$ cat src/rtl/alu_seq_pkg.sv
// -----------------------------------------------------------------------------
// alu_seq_pkg
// Shared definitions for the ALU operation sequencer:
//   - DATA_W / CNT_W : default operand width and shift repeat-count width
//   - MODE_*         : ALU mode codes (same encoding as the team ALU)
//   - state_t        : sequencer FSM states
//   - is_shift_mode  : true for the single-bit shift modes that get iterated
// -----------------------------------------------------------------------------
package alu_seq_pkg;

  localparam int DATA_W = 16;
  localparam int CNT_W  = 4;

  localparam logic [3:0] MODE_LSL   = 4'd0;
  localparam logic [3:0] MODE_ASL   = 4'd1;
  localparam logic [3:0] MODE_LSR   = 4'd2;
  localparam logic [3:0] MODE_ASR   = 4'd3;
  localparam logic [3:0] MODE_ADD   = 4'd4;
  localparam logic [3:0] MODE_SUB   = 4'd5;
  localparam logic [3:0] MODE_AND   = 4'd6;
  localparam logic [3:0] MODE_OR    = 4'd7;
  localparam logic [3:0] MODE_XOR   = 4'd8;
  localparam logic [3:0] MODE_NOT   = 4'd9;
  localparam logic [3:0] MODE_INC   = 4'd10;
  localparam logic [3:0] MODE_DEC   = 4'd11;
  localparam logic [3:0] MODE_PASSA = 4'd12;
  localparam logic [3:0] MODE_PASSB = 4'd13;
  localparam logic [3:0] MODE_CLZ   = 4'd14;
  localparam logic [3:0] MODE_FFO   = 4'd15;

  typedef enum logic [1:0] {
    IDLE = 2'd0,
    RUN  = 2'd1,
    RESP = 2'd2
  } state_t;

  // Modes 0-3 are the 1-bit shifts that the sequencer repeats req_count times.
  function automatic logic is_shift_mode(input logic [3:0] mode);
    return (mode <= MODE_ASR);
  endfunction

endpackage

$ cat src/rtl/alu_seq_stats.sv
// -----------------------------------------------------------------------------
// alu_seq_stats
// Saturating statistics counters for the ALU sequencer (only instantiated when
// ALU_SEQ_STATS_EN is defined).
// Ports:
//   clk, rst_n  : clock, asynchronous active-low reset (counters clear)
//   i_hs        : response handshake this cycle
//   i_ovf       : the response being handed over has overflow set
//   o_stat_ops  : completed responses, saturating at 16'hFFFF
//   o_stat_ovf  : completed responses with overflow, saturating at 16'hFFFF
// -----------------------------------------------------------------------------
module alu_seq_stats (
  input  logic        clk,
  input  logic        rst_n,
  input  logic        i_hs,
  input  logic        i_ovf,
  output logic [15:0] o_stat_ops,
  output logic [15:0] o_stat_ovf
);

  localparam logic [15:0] SAT_VAL = 16'hFFFF;

  // Count handshakes and overflowing handshakes, holding at full scale.
  always_ff @(posedge clk or negedge rst_n) begin
    if (!rst_n) begin
      o_stat_ops <= 16'h0000;
      o_stat_ovf <= 16'h0000;
    end else begin
      if (i_hs && (o_stat_ops != SAT_VAL)) begin
        o_stat_ops <= o_stat_ops + 16'h0001;
      end else begin
        o_stat_ops <= o_stat_ops;
      end
      if (i_hs && i_ovf && (o_stat_ovf != SAT_VAL)) begin
        o_stat_ovf <= o_stat_ovf + 16'h0001;
      end else begin
        o_stat_ovf <= o_stat_ovf;
      end
    end
  end

endmodule

$ cat src/rtl/alu_op_sequencer.sv
// -----------------------------------------------------------------------------
// alu_op_sequencer
// Registered initiator for the team's 16-bit combinational ALU. A request is
// accepted on a valid/ready channel, driven to the ALU from registers, and the
// result is returned on a valid/ready response channel. The 1-bit shift modes
// (0-3) are repeated req_count times by feeding Y back into A.
// Optional feature: define ALU_SEQ_STATS_EN to add stat_ops / stat_ovf.
// Ports:
//   clk, rst_n                         : clock, async active-low reset
//   req_valid/req_ready                : request handshake
//   req_mode/a/b/cin/count             : operation request
//   alu_mode/a/b/cin                   : registered drive to the ALU
//   alu_y/cout/overflow                : ALU result inputs
//   rsp_valid/rsp_ready                : response handshake
//   rsp_y/cout/overflow/zero           : registered response
//   busy                               : FSM not idle
//   stat_ops/stat_ovf (optional)       : saturating response statistics
// -----------------------------------------------------------------------------
module alu_op_sequencer #(
  parameter int DATA_W = 16,
  parameter int CNT_W  = 4
) (
  input  logic              clk,
  input  logic              rst_n,
  input  logic              req_valid,
  output logic              req_ready,
  input  logic [3:0]        req_mode,
  input  logic [DATA_W-1:0] req_a,
  input  logic [DATA_W-1:0] req_b,
  input  logic              req_cin,
  input  logic [CNT_W-1:0]  req_count,
  output logic [3:0]        alu_mode,
  output logic [DATA_W-1:0] alu_a,
  output logic [DATA_W-1:0] alu_b,
  output logic              alu_cin,
  input  logic [DATA_W-1:0] alu_y,
  input  logic              alu_cout,
  input  logic              alu_overflow,
  output logic              rsp_valid,
  input  logic              rsp_ready,
  output logic [DATA_W-1:0] rsp_y,
  output logic              rsp_cout,
  output logic              rsp_overflow,
  output logic              rsp_zero,
  output logic              busy
`ifdef ALU_SEQ_STATS_EN
  ,
  output logic [15:0]       stat_ops,
  output logic [15:0]       stat_ovf
`endif
);

  import alu_seq_pkg::*;

  state_t              r_state;
  logic [3:0]          r_op_mode;
  logic [DATA_W-1:0]   r_op_a;
  logic [DATA_W-1:0]   r_op_b;
  logic                r_op_cin;
  logic [CNT_W-1:0]    r_remaining;
  logic                r_ovf;
  logic                r_req_ready;
  logic                r_busy;
  logic                r_rsp_valid;
  logic [DATA_W-1:0]   r_rsp_y;
  logic                r_rsp_cout;
  logic                r_rsp_ovf;
  logic                r_rsp_zero;

  logic [CNT_W-1:0]    w_iter_n;
  logic                w_accept;
  logic                w_rsp_hs;
  logic                w_ovf_acc;

  // Non-shift modes always take exactly one ALU pass; req_count is ignored.
  assign w_iter_n  = is_shift_mode(req_mode) ? req_count : CNT_W'(1);
  assign w_accept  = req_valid && r_req_ready;
  assign w_rsp_hs  = r_rsp_valid && rsp_ready;
  // Overflow is sticky across shift iterations.
  assign w_ovf_acc = r_ovf | alu_overflow;

  // Sequencer FSM: accept, iterate the ALU, then hold the response.
  always_ff @(posedge clk or negedge rst_n) begin
    if (!rst_n) begin
      r_state     <= IDLE;
      r_op_mode   <= 4'd0;
      r_op_a      <= {DATA_W{1'b0}};
      r_op_b      <= {DATA_W{1'b0}};
      r_op_cin    <= 1'b0;
      r_remaining <= {CNT_W{1'b0}};
      r_ovf       <= 1'b0;
      r_req_ready <= 1'b1;
      r_busy      <= 1'b0;
      r_rsp_valid <= 1'b0;
      r_rsp_y     <= {DATA_W{1'b0}};
      r_rsp_cout  <= 1'b0;
      r_rsp_ovf   <= 1'b0;
      r_rsp_zero  <= 1'b0;
    end else begin
      case (r_state)
        IDLE: begin
          if (w_accept) begin
            r_op_mode   <= req_mode;
            r_op_a      <= req_a;
            r_op_b      <= req_b;
            r_op_cin    <= req_cin;
            r_ovf       <= 1'b0;
            r_req_ready <= 1'b0;
            r_busy      <= 1'b1;
            if (w_iter_n == {CNT_W{1'b0}}) begin
              // Zero-length shift: A is returned untouched, ALU not consulted.
              r_state     <= RESP;
              r_rsp_valid <= 1'b1;
              r_rsp_y     <= req_a;
              r_rsp_cout  <= 1'b0;
              r_rsp_ovf   <= 1'b0;
              r_rsp_zero  <= (req_a == {DATA_W{1'b0}});
            end else begin
              r_state     <= RUN;
              r_remaining <= w_iter_n;
            end
          end else begin
            r_state <= IDLE;
          end
        end
        RUN: begin
          r_op_a      <= alu_y;
          r_ovf       <= w_ovf_acc;
          r_remaining <= r_remaining - CNT_W'(1);
          if (r_remaining == CNT_W'(1)) begin
            // Last pass: capture this ALU result straight into the response.
            r_state     <= RESP;
            r_rsp_valid <= 1'b1;
            r_rsp_y     <= alu_y;
            r_rsp_cout  <= alu_cout;
            r_rsp_ovf   <= w_ovf_acc;
            r_rsp_zero  <= (alu_y == {DATA_W{1'b0}});
          end else begin
            r_state <= RUN;
          end
        end
        RESP: begin
          if (w_rsp_hs) begin
            r_state     <= IDLE;
            r_rsp_valid <= 1'b0;
            r_busy      <= 1'b0;
            r_req_ready <= 1'b1;
          end else begin
            r_state <= RESP;
          end
        end
        default: begin
          r_state     <= IDLE;
          r_rsp_valid <= 1'b0;
          r_busy      <= 1'b0;
          r_req_ready <= 1'b1;
        end
      endcase
    end
  end

  assign req_ready    = r_req_ready;
  assign busy         = r_busy;
  assign alu_mode     = r_op_mode;
  assign alu_a        = r_op_a;
  assign alu_b        = r_op_b;
  assign alu_cin      = r_op_cin;
  assign rsp_valid    = r_rsp_valid;
  assign rsp_y        = r_rsp_y;
  assign rsp_cout     = r_rsp_cout;
  assign rsp_overflow = r_rsp_ovf;
  assign rsp_zero     = r_rsp_zero;

`ifdef ALU_SEQ_STATS_EN
  alu_seq_stats u_stats (
    .clk        (clk),
    .rst_n      (rst_n),
    .i_hs       (w_rsp_hs),
    .i_ovf      (r_rsp_ovf),
    .o_stat_ops (stat_ops),
    .o_stat_ovf (stat_ovf)
  );
`else
`endif

endmodule

$ cat config.mk
export PLATFORM = sky130hd
export DESIGN_NAME = alu_op_sequencer
export DESIGN_NICKNAME = d
export VERILOG_FILES = /design/src/rtl/alu_seq_pkg.sv /design/src/rtl/alu_seq_stats.sv /design/src/rtl/alu_op_sequencer.sv
export SDC_FILE = /design/constraint.sdc
export NUM_CORES = 1
export LEC_CHECK = 0
export CORE_MARGIN = 3
export CORE_UTILIZATION = 45
export DETAILED_ROUTE_END_ITERATION = 12
export HOLD_SLACK_MARGIN = 0.1
export PLACE_DENSITY = 0.92
export SYNTH_ARGS = -nofsm -noshare
export SYNTH_HDL_FRONTEND = slang
export SYNTH_SLANG_ARGS = --single-unit
$ cat constraint.sdc
create_clock -name clk -period 5.6 [get_ports clk]
set_input_delay 1.4 -clock clk [delete_from_list [all_inputs] [get_ports clk]]
set_output_delay 1.4 -clock clk [all_outputs]
set_load 0.01 [all_outputs]
After elaboration in Yosys (flattened, before gate mapping)
Index checks and enable logic that the tools add are counted.
- reductions and logical operators: 13
- equality and inequality tests: 8
- bitwise logic cells: 2
- add/sub/neg operators: 1
- mux-type cells: 36
- order comparisons: 1
- operators with widths (operator ; count):
    16-bit two-way mux ; 4
    16-bit case mux with 2 select lines ; 2
    16-bit logical NOT ; 2
    1-bit two-way mux ; 14
    4-bit two-way mux ; 3
    2-bit != test (second input constant) ; 5
    1-bit case mux with 3 select lines ; 3
    2-bit two-way mux ; 4
    1-bit case mux with 2 select lines ; 4
    4-bit case mux with 2 select lines ; 1
    4-bit AND reduction ; 2
    2-bit case mux with 3 select lines ; 1
    3-bit AND reduction ; 2
    4-bit by 1-bit equality test with 1-bit output (second input constant) ; 1
    4-bit by 2-bit <= comparator with 1-bit output (second input constant) ; 1
    4-bit logical NOT ; 1
    2-bit AND reduction ; 2
    4-bit by 1-bit subtractor with 4-bit output (second input constant) ; 1
    2-bit by 1-bit equality test with 1-bit output (second input constant) ; 1
    2-bit equality test (second input constant) ; 1
    1-bit logical AND ; 2
    2-bit logical NOT ; 1
    2-bit nonzero test ; 1
    1-bit inverter ; 1
    1-bit OR ; 1
- word-level logic and storage cells: 75
- output and inout port bits: 59
- bits in registers: 66
- input bits: 63

Logic depth before layout (Yosys ltp)
Gate-level depths: netlist of run 1.
- depth after elaboration: 6
- gate-level depth with buffers: 8
- mapped depth without buffers: 6

Worst setup path before layout of run 1
OpenSTA, ideal clock, no wires.
- path type: input to register
- start point: input port req_mode[3]
- end point: register r_rsp_y[10] (netlist: rsp_y[10])
- setup slack: 2600 ps
- cell stages on the path: 6
- buffers on the path: 2
- arrival: 2875 ps
- path through: or3_4 o311ai_4 and2_4 buf_12 buf_12 mux2_4
- word-level cells in the longest chain between the ends: 5
- ends and longest elaborated chain (what ; line ; source):
    start: declaration ; alu_op_sequencer.sv:27 ; input logic [3:0] req_mode,
    4-bit by 2-bit <= comparator with 1-bit output ; alu_seq_pkg.sv:39 ; return (mode <= MODE_ASR);
    4-bit two-way mux ; alu_op_sequencer.sv:76 ; assign w_iter_n = is_shift_mode(req_mode) ? req_count : CNT_W'(1);
    4-bit logical NOT ; alu_op_sequencer.sv:110 ; if (w_iter_n == {CNT_W{1'b0}}) begin
    2-bit != test (no line) ; - ;
    4-bit AND reduction (no line) ; - ;
    end signal: assignment ; alu_op_sequencer.sv:95 ; r_rsp_y <= {DATA_W{1'b0}};
    end signal: assignment ; alu_op_sequencer.sv:114 ; r_rsp_y <= req_a;
    end signal: assignment ; alu_op_sequencer.sv:134 ; r_rsp_y <= alu_y;
    end: declaration ; alu_op_sequencer.sv:65 ; logic [DATA_W-1:0] r_rsp_y;
Every way passes these cells.
A chain may end at the register's enable or synchronous reset.

Worst setup path after layout of run 1
- start point: input port req_mode[3]
- end point: register r_rsp_y[2] (netlist: rsp_y[2])
The elaborated chain is that of the path after synthesis.

==> results of run 1 <==
synthesized netlist by cell type, types with 3 or more instances:
cell type / count
mux2i_1: 6
clkbuf_1: 5
a21oi_1: 20
nor4_1: 9
dfrtp_1: 65
nand2_1: 44
nor2_1: 6
o21ai_0: 16
nor3_1: 3
buf_2: 4
inv_1: 6
mux2_2: 41
path summary, 6_finish.rpt:
| kind | from | endpoint | slack, ns | cells past startpoint |
|---|---|---|---|---|
| worst max-delay path | req_mode[3] | rsp_y[2] | 2.37 | 5 |
| worst min-delay path | alu_a[9] | alu_a[9] | 0.48 | 2 |
| worst max register to register | r_state[0] | rsp_y[6] | 3.23 | 3 |
| worst min register to register | alu_a[9] | alu_a[9] | 0.48 | 2 |
| max in group asynchronous | rst_n | alu_a[14] | 3.83 | 2 |
| min in group asynchronous | rst_n | r_remaining[0] | 1.23 | 2 |
area by class of cell:
type                            instances  area (um2)
Clock buffer                           14       162.7
Clock inverter                          2       35.03
Fill cell                             461        1760
Inverter                                6       22.52
Multi-Input combinational cell        172        1217
Sequential cell                        66        1653
Tap cell                               75       93.84
Timing Repair Buffer                  123        1221
registers in the layout, indices dropped and copies added, names as in the netlist:
name	count
alu_a	16
alu_b	16
rsp_y	16
alu_mode	4
r_remaining	4
r_state	2
alu_cin	1
busy	1
r_ovf	1
req_ready	1
rsp_cout	1
rsp_overflow	1
rsp_valid	1
rsp_zero	1
critical path, delay by kind of cell:
family / cells / cell delay [ns]
AO/OA/AOI/OAI: 1 / 0.40
buffers and inverters: 1 / 0.44
AND/OR/NAND/NOR: 2 / 0.83
multiplexers: 1 / 0.38
power breakdown:
part	switching (mW)	leakage (nW)	internal [mW]	total (mW)
Sequential	0.146	0.813	0.697	0.843
Combinational	0.459	1.00	0.578	1.04
Clock	0.173	0.101	0.230	0.403
logic make-up (layout without fill, tap and decap cells):
logic type      count (synthesis)  in the layout  share of synthesized area (%)
compound gates                 45             45                          9.000
flops                          66             66                          55.55
fa+ha+maj                       2              2                         0.8409
simple gates                   76             76                          12.28
buf+inv                        19            145                          3.785
mux                            49             49                          18.55
layer usage:
layer,share of wire [%],up-vias,track usage (%)
met5,0,-,0
met4,2.1,0,11.16
met3,5.6,15,5.676
met2,54,81,38.56
met1,39,1216,25.43
li1,-,1145,-
==> summary.md, run 1 <==
| Metric | Value |
|---|---|
| Row count | 28 |
| Die area | 7624 um2 |
| Share of cells above drive strength 1 | 17.49% |
| DR vias/cell | 5.365 |
| Post-cts sizing count | 0 |
| Via count | 2457 |
| Seq/Total Area, Yosys | 55.55% |
| Hpwl dp | 6017 um |
| Total CTS buffers | 9 |
| Initial Util | 48.25% |
| Placed Area | 4208 um2 |
| CTS clk-pin slew, worst paths | 0.07 ns |
| Routed wire length | 8084 um |
| Final Max Slew Viols | 0 |
| # H-tree levels | 3 |
| Commonest non-fill, non-tap cell in the layout | clkdlybuf4s50_1 |
| Ranking of synthesized cells by area | dfrtp_1 (55%), mux2_2 (16%), nand2_1 (5.6%), a21oi_1 (3.4%), o21ai_0 (2.7%) |
| Hold_buf cts | 0 |
| Vias in the first global route | 2698 |
| Part of the cycle the worst path needs | 57.65% |
| Setup TNS | 0 ns |
| Final Hold Viols | 0 |
| Startpoint types | input pin |
| Chip Height | 87.32 um |
| Synth Cell Area | 2975 um2 |
| Peak VDD IR | 0.0002941 V |
| Final GP Congestion | 0.7932 |
| Dominant cell type by area after synthesis | dfrtp_1 |
| Area Overhead vs Synth | 48.07% |
| DP Cell Count | 442 |
| Post-Syn Nets | 322 |
| Slew HR | 31.95% |
| Fin cells | 458 |
| Grt ovf | 0 |
| Cell breakdown of the critical path | clkdlybuf4s50_1 > or3_4 > o311ai_4 > and2_4 > mux2_2 |
| Final worst setup slack | 2.372 ns |
| Tot Pwr | 2.282 mW |
| First-pass GRT wire length | 12950 um |
| Final setup viols | 0 |
| Clock buffer depth | 2 |
| Per-cell routed wire length | 17.65 um |
| Routed Antenna Nets | 0 |
| CTS Sinks | 66 |
| Post-route DRC | 0 |
| Number of port buffers | 121 |
| Avg Inst Size Synth | 11.58 um2 |
| Kind of end point of the critical path | register |
| Arrival time worst endpoint | 3.45 ns |
| Antenna cells | 0 |
| Core area | 6166 um2 |
| Initial antenna violation count | 0 |
| Top Ports | 122 |
| Top achievable clock speed | 309.8 MHz |
| Die X | 87.32 um |
| DR iter-0 viols | 88 |
| Top cell type's share of synthesized area | 54.67% |
| Crit Path Max Fanout | 19 |
| Class of the worst hold path | reg -> reg |
| Largest net degree at the start of global routing | 67 |
| Drt pass-1 iters | 4 |
| Nets | 443 |
| Worst slew pin tran | 1.016 ns |
| Post-synth ARST share | 100.0% |
| Pwr Density | 518.1 nW/um2 |
| Synth Warn # | 0 |
| TritonCTS clock tree | done |
| Clock root cell | clkbuf_8 |
| RSZ-0062 raised after global routing | false |
| Clock Latency Late Sink | 0.34 ns |
| CP peak stage delay | 0.45 ns |
| Place WS | 2.039 ns |
| Kind of critical path | in -> reg |
| Primary FF master, synth | dfrtp_1 |
| Hold WS | 0.4815 ns |
| Max-Cap Viols | 0 |
| Worst path slowest cell | or3_4 |
| EDFF count, synth | 0 |
| Layout Skew | 0.003514 ns |
| Status | completed |
| Cell variety after synth | 37 |
| Crit path time final | 3.228 ns |
| Commonest non-fill, non-tap cells in the layout | clkdlybuf4s50_1 (120), dfrtp_1 (65), nand2_1 (44) |
| Post-Layout Inst Area | 4405 um2 |
| Cells after Synth | 257 |
| Leak Pwr | 1.916 nW |
| Number of synthesized register bits | 66 |
| WP data required | 5.82 ns |
| Final Util | 71.45% |
| Tot GR Track Use | 22.32% |
| Setup repair bufs after CTS | 0 |
Power figures use the tool's default switching activity.
==> run 2, diff against run 1 <==
--- a/config.mk
+++ b/config.mk
@@ -6,10 +6,10 @@
 export NUM_CORES = 1
 export LEC_CHECK = 0
 export CORE_MARGIN = 3
-export CORE_UTILIZATION = 45
+export CORE_UTILIZATION = 43
 export DETAILED_ROUTE_END_ITERATION = 12
 export HOLD_SLACK_MARGIN = 0.1
-export PLACE_DENSITY = 0.92
+export PLACE_DENSITY = 0.89
 export SYNTH_ARGS = -nofsm -noshare
 export SYNTH_HDL_FRONTEND = slang
 export SYNTH_SLANG_ARGS = --single-unit
==> constraint.sdc (replaced) <==
create_clock -name clk -period 3.4 [get_ports clk]
set_input_delay 0.85 -clock clk [delete_from_list [all_inputs] [get_ports clk]]
set_output_delay 0.85 -clock clk [all_outputs]
set_load 0.01 [all_outputs]
==> summary.md, run 2 (synthesis gave the netlist of run 1 again) <==
| Metric | Value |
|---|---|
| First-pass GRT wire length | 12720 um (-1.8%) |
| Clock Latency Late Sink | 0.34 ns (about the same) |
| Kind of end point of the critical path | register |
| Peak VDD IR | 0.0004830 V (+64%) |
| DP Cell Count | 446 (+0.90%) |
| Area Overhead vs Synth | 48.11% (about the same) |
| Fin cells | 462 (+0.87%) |
| Hold Path Origin | alu_a[3] |
| Top achievable clock speed | 366.9 MHz |
| Post-route DRC | 0 (unchanged) |
| Kind of critical path | in -> reg |
| Hold_buf cts | 0 (unchanged) |
| Cells on worst reg2reg path | 6 (+3) |
| Tot Pwr | 3.689 mW (+62%) |
| Die X | 89.19 um (+2.1%) |
| Final Hold Viols | 0 (unchanged) |
| Per-cell routed wire length | 16.98 um (-3.8%) |
| Clock buffer depth | 2 (unchanged) |
| Reg-to-reg setup timing slack | 1.17 ns (-2.06 ns) |
| Top Ports | 122 (unchanged) |
| Number of port buffers | 121 (unchanged) |
| Startpoint types | input pin |
| Commonest non-fill, non-tap cells in the layout | clkdlybuf4s50_1 (120), dfrtp_1 (65), nand2_1 (44) |
| Hpwl dp | 5845 um (-2.8%) |
| Antenna cells | 0 (unchanged) |
| Layout Skew | 0.006961 ns (+0.003447 ns) |
| Nets | 445 (+0.45%) |
| Worst r2r src | r_remaining[1] |
| Routed Antenna Nets | 0 (unchanged) |
| Arrival time worst endpoint | 2.94 ns (-0.51 ns) |
| Total CTS buffers | 9 (unchanged) |
| Vias in the first global route | 2576 (-4.5%) |
| Max-Cap Viols | 0 (unchanged) |
| Hold EP | alu_a[3] |
| Status | completed |
| # H-tree levels | 3 (unchanged) |
| Core area | 6531 um2 (+5.9%) |
| Leak Pwr | 1.917 nW (about the same) |
| Crit path time final | 2.726 ns |
| Setup repair bufs after CTS | 0 (unchanged) |
| Chip Height | 89.19 um (+2.1%) |
| Worst r2r dst | rsp_y[1] |
| Final GP Congestion | 0.8682 (+9.5%) |
| Slew HR | 46.49% (+15 points) |
| Drt pass-1 iters | 4 (unchanged) |
| DR vias/cell | 5.297 (-1.3%) |
| Grt ovf | 0 (unchanged) |
| Final setup viols | 0 (unchanged) |
| Routed wire length | 7847 um (-2.9%) |
| DR iter-0 viols | 110 (+25%) |
| Post-cts sizing count | 0 (unchanged) |
| Die area | 7954 um2 (+4.3%) |
| Largest net degree at the start of global routing | 67 (unchanged) |
| Worst slew pin tran | 0.8026 ns (-0.2135 ns) |
| Clock root cell | clkbuf_8 |
| CTS clk-pin slew, worst paths | 0.07 ns (about the same) |
| Share of cells above drive strength 1 | 18.44% (+0.95 points) |
| CTS Sinks | 66 (unchanged) |
| Initial antenna violation count | 0 (unchanged) |
| RSZ-0062 raised after global routing | false |
| Class of the worst hold path | reg -> reg |
| TritonCTS clock tree | done |
| Setup TNS | 0 ns (unchanged) |
| Hold Crit Depth | 2 (unchanged) |
| Crit Path Max Fanout | 19 (unchanged) |
| Part of the cycle the worst path needs | 80.17% |
| Commonest non-fill, non-tap cell in the layout | clkdlybuf4s50_1 |
| Row count | 29 (+3.6%) |
| Pwr Density | 837.2 nW/um2 (+62%) |
| Via count | 2447 (-0.41%) |
| Tot GR Track Use | 21.11% (-1.2 points) |
| Final Max Slew Viols | 0 (unchanged) |
| Initial Util | 45.56% (-2.7 points) |
| WP data required | 3.62 ns (-2.20 ns) |
## run 2: cell types whose count changed in the layout (fill, tap and decap cells not counted), sizes merged
cell / delta
buf: +2
bufinv: -1
clkbuf: -2
clkinv: +2
clkinvlp: +1
## run 2: layout make-up
cell class / count / area [um2]
Fill cell: 498 / 2125
Sequential cell: 66 / 1653
Timing Repair Buffer: 125 / 1236
Multi-Input combinational cell: 172 / 1217
Clock buffer: 12 / 155.1
Tap cell: 77 / 96.34
Clock inverter: 4 / 26.28
Inverter: 6 / 22.52
## run 2: layer usage
metal	track usage (%)	vias to the layer above	wire (um)
met4	9.337	0	159
met2	34.16	79	3978
met5	0	-	0
li1	-	1153	-
met1	26.20	1195	3294
met3	6.267	20	414
## run 2: critical path: stages
cell and delay, ns:
clkdlybuf4s50_1 0.45, or3_4 0.45, o311ai_4 0.42, and2_4 0.38, mux2_2 0.37
## run 2: worst max path at each step
stage	endpoint	cells past startpoint	start
3_5_place_dp	rsp_y[5]	5	req_mode[3]
4_1_cts	rsp_y[1]	5	req_mode[3]
2_1_floorplan	rsp_y[10]	6	req_mode[3]
3_3_place_gp	rsp_y[7]	5	req_mode[3]
5_1_grt	rsp_y[7]	5	req_mode[3]
6_report	rsp_y[1]	5	req_mode[3]
## run 2: stage by stage
step / util (%) / cell area (um2) / setup WS [ns] / hold WS [ns]
after floorplan: - / 2975 / 0.9497 / 0.4573
after global placement: 64.69 / 4225 / 0.4389 / 0.4585
after detailed placement: 64.69 / 4225 / 0.3485 / 0.4630
after CTS: 67.47 / 4407 / 0.6957 / 0.4850
after global routing: 67.47 / 4407 / 0.6091 / 0.5043
final: 67.47 / 4407 / 0.6742 / 0.4796
## run 2: where the power goes
group / total (mW) / switching (mW) / internal (mW)
clock: 0.596 / 0.293 / 0.303
combinational: 1.71 / 0.750 / 0.964
sequential: 1.38 / 0.231 / 1.15
total: 3.69 / 1.27 / 2.42
